<file path="config.mk">
export PLATFORM = sky130hd
export DESIGN_NAME = uart_bus_responder_flat
export DESIGN_NICKNAME = d
export VERILOG_FILES = /design/src/rtl/uart_bus_responder_if.sv /design/src/rtl/uart_bus_responder.sv /design/src/flat_wrapper.sv
export SDC_FILE = /design/constraint.sdc
export NUM_CORES = 1
export LEC_CHECK = 0
export CORE_MARGIN = 2
export CORE_UTILIZATION = 50
export CTS_CLUSTER_DIAMETER = 150
export DETAILED_ROUTE_END_ITERATION = 10
export PLACE_DENSITY = 0.72
export RECOVER_POWER = 25
export SYNTH_ARGS = -nofsm -noshare
export SYNTH_HDL_FRONTEND = slang
export SYNTH_SLANG_ARGS = --single-unit
</file>
<file path="constraint.sdc">
create_clock -name clk -period 2.4 [get_ports clk]
set_input_delay 0.72 -clock clk [delete_from_list [all_inputs] [get_ports clk]]
set_output_delay 0.72 -clock clk [all_outputs]
set_load 0.005 [all_outputs]
</file>
<file path="src/rtl/uart_bus_responder_if.sv">
// Host-side strobe bus of the board UART chip: read/write strobes, data byte and
// the status lines the controller polls.
interface uart_bus_responder_if;
   logic       rdn;
   logic       wrn;
   logic [7:0] data_in;
   logic [7:0] data_out;
   logic       data_oe;
   logic       data_ready;
   logic       tbre;
   logic       tsre;

   modport master (
      output rdn, wrn, data_in,
      input  data_out, data_oe, data_ready, tbre, tsre
   );

   modport slave (
      input  rdn, wrn, data_in,
      output data_out, data_oe, data_ready, tbre, tsre
   );
endinterface

</file>
<file path="src/rtl/uart_bus_responder.sv">
// Device-side model of the board UART: answers the host strobe bus, serialises
// written bytes onto txd and collects rxd frames into a small receive FIFO.
module uart_bus_responder #(
   parameter int CLK_DIV = 16,
   parameter int FIFO_AW = 2
) (
   input  logic                 clk,
   input  logic                 rst,
   uart_bus_responder_if.slave  bus,
   input  logic                 rxd,
   output logic                 txd,
   output logic                 rx_overrun,
   output logic                 frame_err
);

   localparam int DW    = $clog2(CLK_DIV);
   localparam int DEPTH = 1 << FIFO_AW;
   localparam logic [DW-1:0]      DIV_LAST  = DW'(CLK_DIV - 1);
   localparam logic [DW-1:0]      HALF_LAST = DW'(CLK_DIV / 2 - 1);
   localparam logic [DW-1:0]      DIV_ONE   = DW'(1);
   localparam logic [FIFO_AW:0]   CNT_FULL  = (FIFO_AW + 1)'(DEPTH);
   localparam logic [FIFO_AW:0]   CNT_ONE   = (FIFO_AW + 1)'(1);
   localparam logic [FIFO_AW-1:0] PTR_ONE   = FIFO_AW'(1);

   typedef enum logic [1:0] {TX_IDLE, TX_START, TX_DATA, TX_STOP} tx_state_e;
   typedef enum logic [1:0] {RX_IDLE, RX_START, RX_DATA, RX_STOP} rx_state_e;

   logic rdn_q, rdn_d, wrn_q, wrn_d;
   logic rx_s1_q, rx_s1_d, rx_s2_q, rx_s2_d;
   logic [7:0] wr_byte_q, wr_byte_d, thr_q, thr_d;
   logic tbre_q, tbre_d, tsre_q, tsre_d;
   tx_state_e tx_state_q, tx_state_d;
   logic [7:0] tx_shift_q, tx_shift_d;
   logic [DW-1:0] tx_div_q, tx_div_d;
   logic [2:0] tx_bit_q, tx_bit_d;

   rx_state_e rx_state_q, rx_state_d;
   logic [7:0] rx_shift_q, rx_shift_d;
   logic [DW-1:0] rx_div_q, rx_div_d;
   logic [2:0] rx_bit_q, rx_bit_d;
   logic frame_err_q, frame_err_d, rx_overrun_q, rx_overrun_d;

   logic [7:0] mem_q [DEPTH];
   logic [7:0] mem_d [DEPTH];
   logic [FIFO_AW-1:0] wr_ptr_q, wr_ptr_d, rd_ptr_q, rd_ptr_d;
   logic [FIFO_AW:0] count_q, count_d;
   logic data_ready_q, data_ready_d;

   logic wr_rise, rd_rise, fifo_empty, fifo_full, push_req, push, pop;

   assign wr_rise    = ~wrn_q & bus.wrn;
   assign rd_rise    = ~rdn_q & bus.rdn;
   assign fifo_empty = (count_q == '0);
   assign fifo_full  = (count_q == CNT_FULL);
   assign pop        = rd_rise & ~fifo_empty;
   // A full FIFO still accepts a push when the same cycle pops a slot free.
   assign push       = push_req & (~fifo_full | pop);

   assign bus.data_oe    = ~bus.rdn;
   assign bus.data_out   = fifo_empty ? 8'h00 : mem_q[rd_ptr_q];
   assign bus.data_ready = data_ready_q;
   assign bus.tbre       = tbre_q;
   assign bus.tsre       = tsre_q;
   assign rx_overrun     = rx_overrun_q;
   assign frame_err      = frame_err_q;

   always_comb begin
      txd = 1'b1;
      if (tx_state_q == TX_START)     txd = 1'b0;
      else if (tx_state_q == TX_DATA) txd = tx_shift_q[0];
   end

   always_comb begin
      rdn_d     = bus.rdn;
      wrn_d     = bus.wrn;
      rx_s1_d   = rxd;
      rx_s2_d   = rx_s1_q;
      wr_byte_d = bus.wrn ? wr_byte_q : bus.data_in;
   end

   always_comb begin
      tx_state_d = tx_state_q;
      tx_shift_d = tx_shift_q;
      tx_div_d   = tx_div_q;
      tx_bit_d   = tx_bit_q;
      thr_d      = thr_q;
      tbre_d     = tbre_q;
      tsre_d     = tsre_q;
      case (tx_state_q)
         TX_IDLE: begin
            if (!tbre_q) begin
               tx_shift_d = thr_q;
               tbre_d     = 1'b1;
               tsre_d     = 1'b0;
               tx_div_d   = '0;
               tx_state_d = TX_START;
            end
         end
         TX_START: begin
            if (tx_div_q == DIV_LAST) begin
               tx_div_d   = '0;
               tx_bit_d   = 3'd0;
               tx_state_d = TX_DATA;
            end else begin
               tx_div_d = tx_div_q + DIV_ONE;
            end
         end
         TX_DATA: begin
            if (tx_div_q == DIV_LAST) begin
               tx_div_d   = '0;
               tx_shift_d = {1'b0, tx_shift_q[7:1]};
               if (tx_bit_q == 3'd7) tx_state_d = TX_STOP;
               else                  tx_bit_d   = tx_bit_q + 3'd1;
            end else begin
               tx_div_d = tx_div_q + DIV_ONE;
            end
         end
         TX_STOP: begin
            if (tx_div_q == DIV_LAST) begin
               tx_div_d = '0;
               if (!tbre_q) begin
                  tx_shift_d = thr_q;
                  tbre_d     = 1'b1;
                  tx_state_d = TX_START;
               end else begin
                  tsre_d     = 1'b1;
                  tx_state_d = TX_IDLE;
               end
            end else begin
               tx_div_d = tx_div_q + DIV_ONE;
            end
         end
         default: tx_state_d = TX_IDLE;
      endcase
      // A host write landing in the same cycle as a load wins, so its byte follows.
      if (wr_rise) begin
         thr_d  = wr_byte_q;
         tbre_d = 1'b0;
      end
   end

   always_comb begin
      rx_state_d  = rx_state_q;
      rx_shift_d  = rx_shift_q;
      rx_div_d    = rx_div_q;
      rx_bit_d    = rx_bit_q;
      push_req    = 1'b0;
      frame_err_d = 1'b0;
      case (rx_state_q)
         RX_IDLE: begin
            if (!rx_s2_q) begin
               rx_div_d   = '0;
               rx_state_d = RX_START;
            end
         end
         RX_START: begin
            if (rx_div_q == HALF_LAST) begin
               rx_div_d   = '0;
               rx_bit_d   = 3'd0;
               rx_state_d = rx_s2_q ? RX_IDLE : RX_DATA;
            end else begin
               rx_div_d = rx_div_q + DIV_ONE;
            end
         end
         RX_DATA: begin
            if (rx_div_q == DIV_LAST) begin
               rx_div_d   = '0;
               rx_shift_d = {rx_s2_q, rx_shift_q[7:1]};
               if (rx_bit_q == 3'd7) rx_state_d = RX_STOP;
               else                  rx_bit_d   = rx_bit_q + 3'd1;
            end else begin
               rx_div_d = rx_div_q + DIV_ONE;
            end
         end
         RX_STOP: begin
            if (rx_div_q == DIV_LAST) begin
               rx_div_d    = '0;
               push_req    = rx_s2_q;
               frame_err_d = ~rx_s2_q;
               rx_state_d  = RX_IDLE;
            end else begin
               rx_div_d = rx_div_q + DIV_ONE;
            end
         end
         default: rx_state_d = RX_IDLE;
      endcase
   end

   always_comb begin
      mem_d        = mem_q;
      wr_ptr_d     = wr_ptr_q;
      rd_ptr_d     = rd_ptr_q;
      count_d      = count_q;
      rx_overrun_d = rx_overrun_q | (push_req & ~push);
      if (push) begin
         mem_d[wr_ptr_q] = rx_shift_q;
         wr_ptr_d        = wr_ptr_q + PTR_ONE;
      end
      if (pop) rd_ptr_d = rd_ptr_q + PTR_ONE;
      case ({push, pop})
         2'b10:   count_d = count_q + CNT_ONE;
         2'b01:   count_d = count_q - CNT_ONE;
         default: count_d = count_q;
      endcase
      data_ready_d = (count_d != '0);
   end

   always_ff @(posedge clk or negedge rst) begin
      if (!rst) begin
         rdn_q        <= 1'b1;
         wrn_q        <= 1'b1;
         rx_s1_q      <= 1'b1;
         rx_s2_q      <= 1'b1;
         wr_byte_q    <= '0;
         thr_q        <= '0;
         tbre_q       <= 1'b1;
         tsre_q       <= 1'b1;
         tx_state_q   <= TX_IDLE;
         tx_shift_q   <= '0;
         tx_div_q     <= '0;
         tx_bit_q     <= '0;
         rx_state_q   <= RX_IDLE;
         rx_shift_q   <= '0;
         rx_div_q     <= '0;
         rx_bit_q     <= '0;
         frame_err_q  <= 1'b0;
         rx_overrun_q <= 1'b0;
         mem_q        <= '{default: '0};
         wr_ptr_q     <= '0;
         rd_ptr_q     <= '0;
         count_q      <= '0;
         data_ready_q <= 1'b0;
      end else begin
         rdn_q        <= rdn_d;
         wrn_q        <= wrn_d;
         rx_s1_q      <= rx_s1_d;
         rx_s2_q      <= rx_s2_d;
         wr_byte_q    <= wr_byte_d;
         thr_q        <= thr_d;
         tbre_q       <= tbre_d;
         tsre_q       <= tsre_d;
         tx_state_q   <= tx_state_d;
         tx_shift_q   <= tx_shift_d;
         tx_div_q     <= tx_div_d;
         tx_bit_q     <= tx_bit_d;
         rx_state_q   <= rx_state_d;
         rx_shift_q   <= rx_shift_d;
         rx_div_q     <= rx_div_d;
         rx_bit_q     <= rx_bit_d;
         frame_err_q  <= frame_err_d;
         rx_overrun_q <= rx_overrun_d;
         mem_q        <= mem_d;
         wr_ptr_q     <= wr_ptr_d;
         rd_ptr_q     <= rd_ptr_d;
         count_q      <= count_d;
         data_ready_q <= data_ready_d;
      end
   end

endmodule

</file>
<file path="src/flat_wrapper.sv">
// flat-port wrapper written by rule: the top's interface ports become plain ports
module uart_bus_responder_flat 
#(
   parameter int CLK_DIV = 16,
   parameter int FIFO_AW = 2
)
  (clk, rst, rxd, txd, rx_overrun, frame_err, bus_rdn, bus_wrn, bus_data_in, bus_data_out, bus_data_oe, bus_data_ready, bus_tbre, bus_tsre);
  uart_bus_responder_if bus_i ();
  input  logic clk;
  input  logic rst;
  input  logic rxd;
  output logic txd;
  output logic rx_overrun;
  output logic frame_err;
  input wire logic [$bits(bus_i.rdn)-1:0] bus_rdn;
  input wire logic [$bits(bus_i.wrn)-1:0] bus_wrn;
  input wire logic [$bits(bus_i.data_in)-1:0] bus_data_in;
  output wire logic [$bits(bus_i.data_out)-1:0] bus_data_out;
  output wire logic [$bits(bus_i.data_oe)-1:0] bus_data_oe;
  output wire logic [$bits(bus_i.data_ready)-1:0] bus_data_ready;
  output wire logic [$bits(bus_i.tbre)-1:0] bus_tbre;
  output wire logic [$bits(bus_i.tsre)-1:0] bus_tsre;
  assign bus_i.rdn = bus_rdn;
  assign bus_i.wrn = bus_wrn;
  assign bus_i.data_in = bus_data_in;
  assign bus_data_out = bus_i.data_out;
  assign bus_data_oe = bus_i.data_oe;
  assign bus_data_ready = bus_i.data_ready;
  assign bus_tbre = bus_i.tbre;
  assign bus_tsre = bus_i.tsre;
  uart_bus_responder #(.CLK_DIV(CLK_DIV), .FIFO_AW(FIFO_AW)) u_core (.clk(clk), .rst(rst), .bus(bus_i), .rxd(rxd), .txd(txd), .rx_overrun(rx_overrun), .frame_err(frame_err));
endmodule
</file>
==> flow_results.xml <==
<?xml version="1.0" encoding="UTF-8"?>
<metrics>
  <group name="outcome">
    <metric name="outcome" unit="">finished, violations left</metric>
    <metric name="violations" unit="">max-capacitance violations, max-slew violations, negative setup slack</metric>
  </group>
  <group name="synth">
    <metric name="synth-compound-area-share" unit="%">9.68</metric>
    <metric name="synth_warnings" unit="">0</metric>
    <metric name="netlist_instances" unit="">369</metric>
    <metric name="syn-num-nets" unit="">397</metric>
    <metric name="syn_area" unit="mm^2">0.00467</metric>
    <metric name="synth_top_family_by_area" unit="">multiplexers</metric>
    <metric name="synth.mux.area_fraction" unit="%">20.1</metric>
    <metric name="synth-seq-cells" unit="">98</metric>
    <metric name="syn_area_per_cell" unit="um^2">12.6</metric>
    <metric name="ys_seq_area_share" unit="%">52.7</metric>
    <metric name="synth_simple_gate_area_share" unit="%">9.30</metric>
    <metric name="ys_dominant_reg_cell" unit="">sky130_fd_sc_hd__dfrtp_1</metric>
    <metric name="synth_enable_flop_cells" unit="">0</metric>
    <metric name="yosysTopAreaCellShare" unit="%">49.3</metric>
    <metric name="yosys.cell_count.top_type" unit="">sky130_fd_sc_hd__dfrtp_1</metric>
    <metric name="post_synth_fa_ha_maj_area_fraction" unit="%">4.18</metric>
    <metric name="ys_top_cells_by_area" unit="">sky130_fd_sc_hd__dfrtp_1 49%, sky130_fd_sc_hd__mux2_2 11%, sky130_fd_sc_hd__mux4_2 3.9%, sky130_fd_sc_hd__ha_1 3.8%, sky130_fd_sc_hd__dfstp_2 3.4%</metric>
    <metric name="synthDominantAreaCellType" unit="">sky130_fd_sc_hd__dfrtp_1</metric>
    <metric name="async_reset_ff_share" unit="%">100</metric>
    <metric name="ys_types" unit="">56</metric>
    <metric name="synth_xor_xnor_area_share" unit="%">1.13</metric>
    <metric name="ys_top_cells_by_count" unit="">92 x sky130_fd_sc_hd__dfrtp_1, 45 x sky130_fd_sc_hd__mux2_2, 20 x sky130_fd_sc_hd__nor2_1</metric>
  </group>
  <group name="critical_path">
    <metric name="critPathCaptureType" unit="">output pin</metric>
    <metric name="critical_path.startpoint_type" unit="">register</metric>
    <metric name="crit_path_cell_trace" unit="">buf_12, buf_6, mux4_2, nor2b_1, buf_2</metric>
    <metric name="setup.worst_path.class" unit="">register to output pin</metric>
    <metric name="required_time_of_the_critical_path" unit="ps">1680</metric>
    <metric name="critPathMaxFanout" unit="">5</metric>
    <metric name="crit_slowest_cell" unit="">sky130_fd_sc_hd__mux4_2</metric>
    <metric name="crit_path_max_incr_delay" unit="ps">510</metric>
    <metric name="cp.arrival" unit="ps">1770</metric>
  </group>
  <group name="clock_network">
    <metric name="cts_inserted_buffers" unit="">9</metric>
    <metric name="cts_max_level" unit="">3</metric>
    <metric name="cts_root_buf" unit="">sky130_fd_sc_hd__clkbuf_8</metric>
    <metric name="clkLatencyLatePin" unit="ps">360</metric>
    <metric name="ctsLongestPathBuffers" unit="">2</metric>
    <metric name="cts.sink_count" unit="">98</metric>
    <metric name="tritoncts" unit="">yes</metric>
    <metric name="hold_buffer_count_at_cts" unit="">0</metric>
    <metric name="worst_setup_hold_path_clk_slew" unit="ps">100</metric>
  </group>
  <group name="sta">
    <metric name="timing.final.setup_violations" unit="">4</metric>
    <metric name="report.final.slew_viol_count" unit="">37</metric>
    <metric name="hold_viol_final" unit="">0</metric>
    <metric name="clock-skew-final" unit="ps">9.76</metric>
    <metric name="maxClockFrequency" unit="MHz">402</metric>
    <metric name="unrepaired_setup_endpoints_after_global_routing" unit="">true</metric>
    <metric name="post-route-min-period" unit="ps">2490</metric>
    <metric name="worstMarginPinSlew" unit="ps">1920</metric>
    <metric name="timing.final.crit_share" unit="%">104</metric>
    <metric name="slew_headroom" unit="%">-28.0</metric>
    <metric name="finalWorstSetupSlack" unit="ps">-87.5</metric>
    <metric name="fin_hold_ws" unit="ps">364</metric>
  </group>
  <group name="finish">
    <metric name="nets" unit="">446</metric>
    <metric name="post_route_cells_drive_above_1_share" unit="%">33.1</metric>
    <metric name="layout.cells.non_filler" unit="">534</metric>
    <metric name="nFillCells" unit="">727</metric>
    <metric name="stdcell_area" unit="mm^2">0.00544</metric>
    <metric name="antennaDiodeCount" unit="">0</metric>
    <metric name="area_delta_synth_final" unit="%">16.6</metric>
  </group>
  <group name="floorplanning">
    <metric name="die_height" unit="um">101</metric>
    <metric name="die_area" unit="mm^2">0.0101</metric>
    <metric name="floorplan.die.width" unit="um">101</metric>
    <metric name="num_io_pins" unit="">28</metric>
    <metric name="placementRows" unit="">35</metric>
    <metric name="core_region_area" unit="mm^2">0.00915</metric>
    <metric name="floorplan.initialDensity" unit="%">51.0</metric>
  </group>
  <group name="placement">
    <metric name="gpl.final_weighted_congestion" unit="">0.782</metric>
    <metric name="placement.cell_area" unit="mm^2">0.00519</metric>
    <metric name="place.detailed.instances" unit="">511</metric>
    <metric name="buffer_ports.inserted" unit="">27</metric>
    <metric name="dp_hpwl" unit="mm">5.81</metric>
  </group>
  <group name="power_and_ir_drop">
    <metric name="worst_ir_drop_on_vdd" unit="uV">418</metric>
    <metric name="power" unit="mW">5.15</metric>
    <metric name="power.static_leakage" unit="nW">2.57</metric>
    <metric name="cellPowerDensity" unit="mW/mm^2">947</metric>
  </group>
  <group name="grt">
    <metric name="grt_max_degree" unit="">38</metric>
    <metric name="grt_pass1_wl" unit="mm">14.8</metric>
    <metric name="grt.total_usage" unit="%">18.6</metric>
    <metric name="antenna_violations_before_repair" unit="">0</metric>
    <metric name="grt_pass1_vias" unit="">3054</metric>
    <metric name="overflow_left_after_global_routing" unit="">0</metric>
  </group>
  <group name="route">
    <metric name="drt_wl_total" unit="mm">8.42</metric>
    <metric name="routed-via-count" unit="">3001</metric>
    <metric name="detail_route.vias_per_cell" unit="">5.62</metric>
    <metric name="drt_pass1_iterations" unit="">4</metric>
    <metric name="dr_drc_count" unit="">0</metric>
    <metric name="drt_iter0_drc" unit="">89</metric>
    <metric name="detail-route-antenna-nets" unit="">0</metric>
    <metric name="detail_route.wl_per_cell" unit="um">15.8</metric>
  </group>
  <group name="job">
    <metric name="max_cap_viol_count" unit="">1</metric>
  </group>
  <group name="min_path">
    <metric name="hold_path.class" unit="">register to register</metric>
  </group>
</metrics>
flip-flops by register name, indices dropped and copies added (netlist names), 2 cells and up, named ones only:
signal / count
u_core.mem_q: 32
u_core.rx_shift_q: 8
u_core.thr_q: 8
u_core.tx_shift_q: 8
u_core.wr_byte_q: 8
u_core.rx_div_q: 4
u_core.tx_div_q: 4
u_core.count_q: 3
u_core.rx_bit_q: 3
u_core.tx_bit_q: 3
u_core.rd_ptr_q: 2
u_core.tx_state_q: 2
u_core.wr_ptr_q: 2
placed cells by master (no fill, tap or decap), types with 6 or more instances in the layout:
cell type,n
sky130_fd_sc_hd__dfrtp_1,90
sky130_fd_sc_hd__mux2_2,45
sky130_fd_sc_hd__buf_4,24
sky130_fd_sc_hd__nor2_1,20
sky130_fd_sc_hd__nand2_1,17
sky130_fd_sc_hd__o21ai_0,16
sky130_fd_sc_hd__a21oi_1,15
sky130_fd_sc_hd__clkdlybuf4s50_1,15
sky130_fd_sc_hd__ha_1,14
sky130_fd_sc_hd__inv_1,12
sky130_fd_sc_hd__nand3_1,11
sky130_fd_sc_hd__mux2_4,10
sky130_fd_sc_hd__clkbuf_8,9
sky130_fd_sc_hd__mux4_2,8
sky130_fd_sc_hd__mux2i_1,8
sky130_fd_sc_hd__nor2b_1,7
sky130_fd_sc_hd__buf_2,7
sky130_fd_sc_hd__a22o_1,6
sky130_fd_sc_hd__dfstp_2,6
metrics by stage:
step | TNS, ps | utilization, % | setup slack, ps
6_report | -318 | 59.5 | -87.5
5_1_grt | -710 | 59.5 | -139
4_1_cts | -571 | 59.7 | -102
3_5_place_dp | -460 | 56.8 | -147
3_3_place_gp | -136 | 56.8 | -49.5
2_1_floorplan | 0 | - | 116
layout make-up:
cell class              instances  area [um^2]  area share (%)
clock buffers                  10          128            2.34
clock inverters                 6         60.1            1.10
inverters                      12         45.0           0.828
multi-input cells             240         2110            38.7
flip-flops and latches         98         2460            45.2
well taps                     111          139            2.55
repair buffers                 57          502            9.22
worst paths after layout:
| path | from | endpoint | cells after the start | slack [ps] |
|---|---|---|---|---|
| worst min-delay path | u_core.rx_s1_q | u_core.rx_s2_q | 0 | 360 |
| min in group asynchronous | rst | u_core.wr_byte_q[2] | 1 | 880 |
| max in group asynchronous | rst | u_core.rx_s2_q | 2 | 360 |
| worst max register to register | u_core.count_q[1] | u_core.bus.data_ready | 8 | 260 |
| worst max-delay path | u_core.rd_ptr_q[0] | bus_data_out[4] | 5 | -90 |
| worst min register to register | u_core.rx_s1_q | u_core.rx_s2_q | 0 | 360 |
logic make-up after synthesis:
group | Yosys count
AOI/OAI and AO/OA | 66
muxes | 73
buffers and inverters | 31
and+or+nand+nor | 80
DFF | 98
xor gates and xnor gates | 6
adders and majority gates | 15
power by group:
| group | switching (mW) | leakage, nW | internal, mW |
|---|---|---|---|
| combinational | 0.990 | 1.21 | 0.900 |
| sequential | 0.274 | 1.26 | 1.97 |
| clock | 0.615 | 0.0964 | 0.405 |
| total | 1.88 | 2.57 | 3.27 |
metal layers:
metal	up-vias	GRT usage, %	part of all wire (%)
li1	1432	-	-
met1	1530	26.2	47
met2	31	29.8	50
met3	8	3.19	1.9
met4	0	5.16	0.94
met5	-	0	0
worst max-delay path, delay by kind of cell (launching register included):
kind	cells	cell delay (ps)
buffers and inverters	3	340
multiplexers	1	510
flip-flops	1	410
AND/OR/NAND/NOR	1	140
timing repair:
item | CTS | global route
setup endpoints to repair | 10 | 8
buffers inserted | 7 | 0
resized for setup | 47 | 2
gates cloned | 1 | 0
endpoints found under the hold margin | 0 | 0
Note: power is estimated with default switching activity, not from simulation.
